$ cat config.mk
export PLATFORM = sky130hd
export DESIGN_NAME = filtered_line_tx
export DESIGN_NICKNAME = d
export VERILOG_FILES = /design/src/rtl/filtered_line_pkg.sv /design/src/rtl/filtered_line_bit_timer.sv /design/src/rtl/filtered_line_tx.sv
export SDC_FILE = /design/constraint.sdc
export NUM_CORES = 1
export LEC_CHECK = 0
export CAP_MARGIN = 25
export CORE_MARGIN = 4
export CORE_UTILIZATION = 49
export CTS_BUF_LIST = sky130_fd_sc_hd__clkbuf_4 sky130_fd_sc_hd__clkbuf_8
export DETAILED_ROUTE_END_ITERATION = 12
export DONT_BUFFER_PORTS = 1
export GPL_ROUTABILITY_DRIVEN = 0
export SLEW_MARGIN = 20
export SYNTH_ARGS = -nofsm -noshare
export SYNTH_HDL_FRONTEND = slang
export SYNTH_SLANG_ARGS = --single-unit
$ cat constraint.sdc
create_clock -name clock -period 1.9 [get_ports clock]
set_clock_uncertainty 0.05 [all_clocks]
set_input_delay 0.19 -clock clock [delete_from_list [all_inputs] [get_ports clock]]
set_output_delay 0.19 -clock clock [all_outputs]
set_load 0.1 [all_outputs]
$ cat src/rtl/filtered_line_pkg.sv
// Shared types and constants for the filtered serial line transmitter.
package filtered_line_pkg;
    localparam int   FILTER_DEPTH   = 3;
    localparam int   MIN_BIT_CYCLES = FILTER_DEPTH + 1;
    localparam logic IDLE_LEVEL     = 1'b1;

    typedef enum logic [2:0] {
        IDLE,
        START,
        DATA,
        PARITY,
        STOP
    } state_t;
endpackage

$ cat src/rtl/filtered_line_bit_timer.sv
// Bit-period timer: counts 0..BIT_CYCLES-1 while enabled, flags the last count.
module filtered_line_bit_timer #(
    parameter int BIT_CYCLES = 4,
    parameter int TW         = $clog2(BIT_CYCLES)
) (
    input  logic clock,
    input  logic reset,
    input  logic enable,
    input  logic load,
    output logic bit_end
);
    logic [TW-1:0] count;

    assign bit_end = enable && (count == TW'(BIT_CYCLES - 1));

    always_ff @(posedge clock or negedge reset) begin
        if (!reset)      count <= '0;
        else if (load)   count <= '0;
        else if (enable) count <= bit_end ? '0 : count + 1'b1;
    end
endmodule

$ cat src/rtl/filtered_line_tx.sv
// Serial transmitter holding each bit BIT_CYCLES clocks for a 3-sample far-end filter.
// Optional parity bit enabled by defining FILTERED_LINE_PARITY_EN.
module filtered_line_tx
    import filtered_line_pkg::*;
#(
    parameter int DATA_W     = 8,
    parameter int BIT_CYCLES = 4
) (
    input  logic              clock,
    input  logic              reset,
    input  logic [DATA_W-1:0] tx_data,
    input  logic              tx_valid,
    output logic              tx_ready,
    output logic              sig_out,
    output logic              busy,
    output logic              frame_done
);
    localparam int IW = $clog2(DATA_W + 1);

    if (BIT_CYCLES < MIN_BIT_CYCLES) begin : g_bit_cycles_check
        $error("filtered_line_tx: BIT_CYCLES must be >= MIN_BIT_CYCLES");
    end

    state_t            state, state_n;
    logic [DATA_W-1:0] shift, shift_n;
    logic [IW-1:0]     idx, idx_n;
    logic              bit_end, load, accept, sig_d;

    filtered_line_bit_timer #(.BIT_CYCLES(BIT_CYCLES)) u_timer (
        .clock   (clock),
        .reset   (reset),
        .enable  (state != IDLE),
        .load    (load),
        .bit_end (bit_end)
    );

    assign tx_ready   = (state == IDLE) || (state == STOP && bit_end);
    assign accept     = tx_valid && tx_ready;
    assign busy       = (state != IDLE);
    assign frame_done = (state == STOP) && bit_end;

`ifdef FILTERED_LINE_PARITY_EN
    logic par_q;
    always_ff @(posedge clock or negedge reset) begin
        if (!reset)      par_q <= 1'b0;
        else if (accept) par_q <= ^tx_data;
    end
`endif

    always_comb begin
        state_n = state;
        shift_n = shift;
        idx_n   = idx;
        load    = 1'b0;
        case (state)
            IDLE: if (accept) begin
                state_n = START;
                shift_n = tx_data;
                idx_n   = '0;
                load    = 1'b1;
            end
            START: if (bit_end) state_n = DATA;
            DATA: if (bit_end) begin
                shift_n = shift >> 1;
                if (idx == IW'(DATA_W - 1)) begin
                    idx_n = '0;
`ifdef FILTERED_LINE_PARITY_EN
                    state_n = PARITY;
`else
                    state_n = STOP;
`endif
                end else begin
                    idx_n = idx + 1'b1;
                end
            end
`ifdef FILTERED_LINE_PARITY_EN
            PARITY: if (bit_end) state_n = STOP;
`endif
            STOP: if (bit_end) begin
                // Back-to-back accept in the last stop cycle skips IDLE entirely
                if (accept) begin
                    state_n = START;
                    shift_n = tx_data;
                    idx_n   = '0;
                    load    = 1'b1;
                end else begin
                    state_n = IDLE;
                end
            end
            default: state_n = IDLE;
        endcase
    end

    // Line level follows the next state so it changes on the same edge as the state
    always_comb begin
        sig_d = IDLE_LEVEL;
        case (state_n)
            START: sig_d = 1'b0;
            DATA:  sig_d = shift_n[0];
`ifdef FILTERED_LINE_PARITY_EN
            PARITY: sig_d = par_q;
`endif
            default: sig_d = IDLE_LEVEL;
        endcase
    end

    always_ff @(posedge clock or negedge reset) begin
        if (!reset) begin
            state   <= IDLE;
            shift   <= '0;
            idx     <= '0;
            sig_out <= IDLE_LEVEL;
        end else begin
            state   <= state_n;
            shift   <= shift_n;
            idx     <= idx_n;
            sig_out <= sig_d;
        end
    end
endmodule

==> metrics.csv, run 1 <==
metric,value,unit
area occupied by multi-input gates,587,sq um
complex-gate fraction of the synthesized area,23.4,%
# rows,16,
Max Cap Viol,0,
fin nets,137,
GR Util All Layers,15.3,%
largest family of logic cells by synthesized area,compound AO/OA/AOI/OAI gates,
TritonCTS clock tree,done,
CTS root buf,clkbuf_4,
Slew @ Worst Pin,0.804,ns
CP max stage cell,dfrtp_1,
CP max stage delay,0.42,ns
worst path arrival time,1.63,ns
filler cell count,159,
sequential area share after synthesis,40.7,%
status,"complete, no violations",
Post-route DRC,0,
"antenna viol nets, final",0,
CP Launch Type,flop,
Yosys top cell by area,dfrtp_1,
Die Ht,55.6,microns
final instance area,0.00132,sq mm
PD cells,1540,mW/mm^2
Detailed Place HPWL,1.58,mm
Slew headroom,46.2,%
grt ovf,0,
Initial Util,53.8,%
pin count of the biggest net entering global routing,19,
crit path max fanout,7,
1st-pass router iterations,4,
fin util,64.0,%
Hold Fails Final Rpt,0,
post-synthesis xor/xnor area fraction,0,%
Highest Clock Rate,534,MHz
synth top area cells,"dfrtp_1 (38%), inv_1 (4.4%), a22oi_1 (4.1%)",
Placed Instance Area,0.00117,sq mm
Worst-Skew Late Latency,0.29,ns
ratio of cells with drive above 1 in the final layout,32.5,%
min Tclk post-route,1.87,ns
# IOs,15,
number of global-route vias before repair,838,
Final period util,98.5,%
Syn Std Cell Area,0.00111,sq mm
Cells after Synth,108,
post-synthesis mux area share,4.06,%
Core Area,0.00206,sq mm
via/cell ratio,5.55,
first-pass GRT wire length,3.82,mm
die width,55.6,microns
Adder-Cell Fraction of Synth Area,2.25,%
Die Area,0.00309,sq mm
Worst Hold Class,in -> reg,
VDD IR max,941,uV
Worst Setup End Kind,output port,
Worst-path clk slew,0.10,ns
P&R area growth vs syn,18.9,%
"flops & latches, synth",18,
"Setup violations, final",0,
post-synth net total,121,
Post-Syn Area per Cell,10.3,sq um
register cell area after layout,453,sq um
Lkg Pwr,0.555,nW
Yosys warnings,0,
IO buf count,0,
Clock Path Buffers,2,
DRT Wirelength,2.23,mm
top-area cell type share of the netlist area,38.3,%
WL per Instance,14.9,microns
CP Data Required Time,1.66,ns
kind of critical path,reg -> out,
initial antenna violation count,0,
"Cell Chain, Critical Path",ha_4 > and2b_2 > nor3_4 > buf_12,
Netlist cell types,40,
simple-gate share of the synthesized area,21.0,%
"Slew Viols, Final",0,
clock sink count,18,
CTS buffer count,3,
vias,833,
Starting DRT DRC Count,14,
antenna cell count,0,
H-tree depth,1,
[power by group]
part           switching, mW  leakage, nW  internal (mW)
Sequential             0.198        0.226          0.534
Clock                  0.114       0.0210          0.117
Combinational          0.619        0.308          0.450
Total                  0.932        0.555           1.10
[state kept, by name, indices dropped and copies added (netlist names)]
signal / count
shift: 8
state: 3
idx: 4
sig_out: 1
u_timer.count: 2
[final cells by class]
class / instances / area share [%]
Sequential cell: 18 / 34.3
Timing Repair Buffer: 16 / 11.9
Clock buffer: 4 / 2.75
Multi-Input combinational cell: 71 / 44.5
Tap cell: 27 / 2.56
Inverter: 14 / 3.98
[stage by stage]
stage          setup WS (ns)  total power, mW  instances  hold slack (ns)  TNS, ns
6_report              0.0277             2.03        150           0.0142        0
5_1_grt              -0.0116             2.18        150          0.00351  -0.0116
4_1_cts               0.0311             1.98        143          0.00138        0
3_5_place_dp           0.132             1.69        135           -0.155        0
3_3_place_gp           0.243             1.67        135           -0.155        0
2_1_floorplan        -0.0918             1.51        108           -0.156  -0.0918
[per-layer routing]
metal	track usage, %	share of wire [%]	up-vias
met5	0	0	-
met1	19.8	45	402
met3	3.48	4.1	4
li1	-	-	412
met4	5.21	0.99	0
met2	24.8	50	15
[layout by cell type, fill, tap and decap left out, drive strengths merged, types with 4 or more instances in the layout]
cell type and count:
nand2b 4, nor2 6, dlygate4sd3 5, inv 14, dfrtp 17, o21ai 10
clkbuf 4, nand2 6, a22oi 6, nor3 5, a21oi 7, buf 11
[cells by family (layout without fill, tap and decap cells)]
kind of cell	Yosys count	after routing
compound gates	32	32
mux	4	4
buf+inv	19	34
simple gates	33	33
flops	18	18
fa+ha+maj	2	2
[Yosys cell counts (all sizes together)]
cell type	instances
nand4b	1
nor3b	1
o22ai	1
a21oi	7
nand2b	4
o221ai	1
nand3	1
a22oi	6
and3	2
buf	5
mux2i	3
a21boi	1
a221oi	2
nand2	6
o21ai	10
mux2	1
or2	1
nand3b	1
nor2	6
inv	14
dfrtp	17
nor4bb	1
nor3	5
o31ai	2
and2b	3
or2b	1
a211oi	2
ha	2
dfstp	1
[critical path, delay by kind of cell (launching register included)]
kind / cells / cell delay (ns)
flip-flops: 1 / 0.42
adder cells (fa/ha/maj): 1 / 0.19
AND/OR/NAND/NOR: 2 / 0.51
buffers and inverters: 1 / 0.21
[worst paths after layout]
kind / from / slack, ns / to / depth (start not counted)
worst max-delay path: u_timer.count[0]$_DFFE_PN0P_ / 0.03 / tx_ready / 4
worst min-delay path: tx_data[4] / 0.01 / shift[4]$_DFFE_PN0P_ / 2
worst max register to register: u_timer.count[0]$_DFFE_PN0P_ / 0.17 / shift[3]$_DFFE_PN0P_ / 6
worst min register to register: idx[0]$_DFFE_PN0P_ / 0.47 / idx[0]$_DFFE_PN0P_ / 1
max in group asynchronous: reset / 0.88 / state[2]$_DFF_PN0_ / 1
min in group asynchronous: reset / 0.37 / idx[0]$_DFFE_PN0P_ / 1
[timing repair]
action / in CTS / in global routing
pin swaps: 0 / 2
gates resized for setup: 2 / 3
hold buffers: 4 / 1
endpoints found under the setup margin: 1 / 2
setup buffers: 0 / 6
endpoints found under the hold margin: 21 / 1
(Power assumes the default switching activity.)
==> inputs of run 2 (changes only) <==
--- a/config.mk
+++ b/config.mk
@@ -5,6 +5,7 @@
 export SDC_FILE = /design/constraint.sdc
 export NUM_CORES = 1
 export LEC_CHECK = 0
+export ABC_AREA = 0
 export CAP_MARGIN = 25
 export CORE_MARGIN = 4
 export CORE_UTILIZATION = 49
@@ -12,6 +13,7 @@
 export DETAILED_ROUTE_END_ITERATION = 12
 export DONT_BUFFER_PORTS = 1
 export GPL_ROUTABILITY_DRIVEN = 0
+export GPL_TIMING_DRIVEN = 1
 export SLEW_MARGIN = 20
 export SYNTH_ARGS = -nofsm -noshare
 export SYNTH_HDL_FRONTEND = slang
==> results of run 2 <==
Final layout, timing and power as in run 1 (identical DEF).
==> inputs of run 3 (changes only) <==
--- a/config.mk
+++ b/config.mk
@@ -7,9 +7,10 @@
 export LEC_CHECK = 0
 export ABC_AREA = 0
 export CAP_MARGIN = 25
-export CORE_MARGIN = 4
+export CORE_MARGIN = 5
 export CORE_UTILIZATION = 49
 export CTS_BUF_LIST = sky130_fd_sc_hd__clkbuf_4 sky130_fd_sc_hd__clkbuf_8
+export CTS_CLUSTER_SIZE = 12
 export DETAILED_ROUTE_END_ITERATION = 12
 export DONT_BUFFER_PORTS = 1
 export GPL_ROUTABILITY_DRIVEN = 0
==> run 3 against run 2 <==
Net effect: clock power rose by 2%; routed wire length fell by 4.1%; combinational power barely moved; worst setup slack improved by 0.049 ns; sequential cell count did not move; largest power group unchanged; register-to-register slack barely moved; critical path type unchanged; fmax rose by 2.7%; highest routed layer unchanged; worst hold slack got worse by 0.0077 ns; via count fell by 1.1%; critical path depth did not move; die area rose by 7.3%; non-clock buffer count rose by 2.
==> metrics.csv, run 3 (synthesized netlist as in run 1, its figures left out) <==
metric,value,unit
"Slew Viols, Final",0,
Slew headroom,46.1,%
worst path arrival time,1.58,ns
Largest register FFs,8,
Worst Setup End Kind,output port,
"Cell Chain, Critical Path",ha_4 > and2b_2 > nor3_4 > buf_12,
R2R Path Start,u_timer.count[0]$_DFFE_PN0P_,
CP max stage delay,0.42,ns
IO buf count,0,
Reg with most FFs,shift,
initial antenna violation count,0,
CTS buffer count,3,
Worst-path clk slew,0.10,ns
ratio of cells with drive above 1 in the final layout,32.0,%
GRT Max-Usage Layer,met2,
setup TNS,0,ns
first-pass GRT wire length,3.67,mm
Crit path max-delay family,simple AND/OR/NAND/NOR gates,
Detailed Place HPWL,1.51,mm
Worst Hold Class,in -> reg,
fin util,61.0,%
1st-pass router iterations,4,
Slew @ Worst Pin,0.805,ns
antenna cell count,0,
P&R area growth vs syn,20.4,%
# rows,17,
top flop regs,"shift x8, idx x4, state x3",
fin nets,139,
crit path max fanout,6,
Die Ht,57.6,microns
"antenna viol nets, final",0,
"setup slack, reg-to-reg",0.17,ns
most frequent cells in the layout,"dfrtp_1 (16), inv_1 (13), buf_4 (10)",
Max Cap Viol,0,
Die Area,0.00332,sq mm
vias,824,
Post-route DRC,0,
min Tclk post-route,1.82,ns
GR Layer Usage met3,2.49,%
TritonCTS clock tree,done,
via/cell ratio,5.39,
Highest Clock Rate,549,MHz
Final period util,95.9,%
"Setup violations, final",0,
GR Util All Layers,14.2,%
CP max stage cell,dfrtp_1,
Hold Fails Final Rpt,0,
PD cells,1530,mW/mm^2
CP Launch Type,flop,
Bufs and invs on worst path,1,
kind of critical path,reg -> out,
"most common cell after layout, fill and taps aside",dfrtp_1,
VDD IR max,895,uV
clock sink count,18,
Starting DRT DRC Count,14,
Core Area,0.00219,sq mm
met1 GRT Util,18.8,%
hold_sp,tx_data[5],
WL per Instance,14.0,microns
die width,57.6,microns
CTS root buf,clkbuf_4,
filler cell count,182,
pin count of the biggest net entering global routing,19,
Lkg Pwr,0.565,nW
# IOs,15,
CP Data Required Time,1.66,ns
DRT Wirelength,2.14,mm
status,"complete, no violations",
grt ovf,0,
Initial Util,50.7,%
Worst Setup SP,u_timer.count[0]$_DFFE_PN0P_,
Clock Path Buffers,2,
H-tree depth,1,
Worst-Skew Late Latency,0.29,ns
number of global-route vias before repair,808,
grt met2 use,22.6,%
[run 3: final timing paths]
kind	end	depth (start not counted)
max in group asynchronous	state[2]$_DFF_PN0_	1
min in group asynchronous	u_timer.count[1]$_DFFE_PN0P_	1
worst max register to register	sig_out$_DFF_PN1_	7
worst max-delay path	tx_ready	4
worst min-delay path	shift[5]$_DFFE_PN0P_	2
worst min register to register	idx[0]$_DFFE_PN0P_	1
[run 3: worst reg2reg max path, cell delays in order, from the launching register on]
cell	delay, ns
dfrtp_1	0.43
ha_4	0.20
buf_4	0.13
buf_4	0.12
nand2b_1	0.17
o221ai_4	0.27
o31ai_4	0.11
a211oi_2	0.18
[run 3: final cells by class]
| cell class | instances | area (sq um) | area share (%) |
|---|---|---|---|
| Multi-Input combinational cell | 71 | 584 | 43.7 |
| Inverter | 14 | 52.6 | 3.93 |
| Clock buffer | 4 | 36.3 | 2.72 |
| Tap cell | 28 | 35.0 | 2.62 |
| Sequential cell | 18 | 453 | 33.9 |
| Timing Repair Buffer | 18 | 175 | 13.1 |
[run 3: through the flow]
| step | power, mW | std cells | setup slack [ns] | hold slack (ns) | instance area, sq um |
|---|---|---|---|---|---|
| floorplan | 1.51 | 108 | -0.0918 | -0.156 | 1120 |
| global placement | 1.67 | 136 | 0.225 | -0.155 | 1170 |
| detailed placement | 1.69 | 136 | 0.165 | -0.155 | 1170 |
| CTS | 1.97 | 145 | 0.0581 | 0.00385 | 1270 |
| global route | 2.18 | 153 | -0.00479 | 0.00918 | 1340 |
| finish | 2.04 | 153 | 0.0772 | 0.00649 | 1340 |
[run 3: layer usage]
layer / vias up / share of wire [%] / wire length, microns
met5: - / 0 / 0
met1: 396 / 48 / 1020
met2: 12 / 47 / 1010
li1: 414 / - / -
met3: 2 / 4.2 / 89
met4: 0 / 0.89 / 19
[run 3: where the power goes]
part           switching (mW)  leakage, nW  total (mW)  internal [mW]
logic                   0.601        0.318        1.07          0.470
registers               0.203        0.226       0.737          0.534
clock network           0.118       0.0210       0.235          0.117
total                   0.922        0.565        2.04           1.12
[run 3: what timing repair did]
item | in CTS | in global routing
setup buffers | 0 | 7
hold endpoints to repair | 22 | 1
gates resized for setup | 2 | 2
hold buffers | 5 | 1
setup endpoints to repair | 1 | 1
gates cloned | 0 | 0
pin swaps | 0 | 2
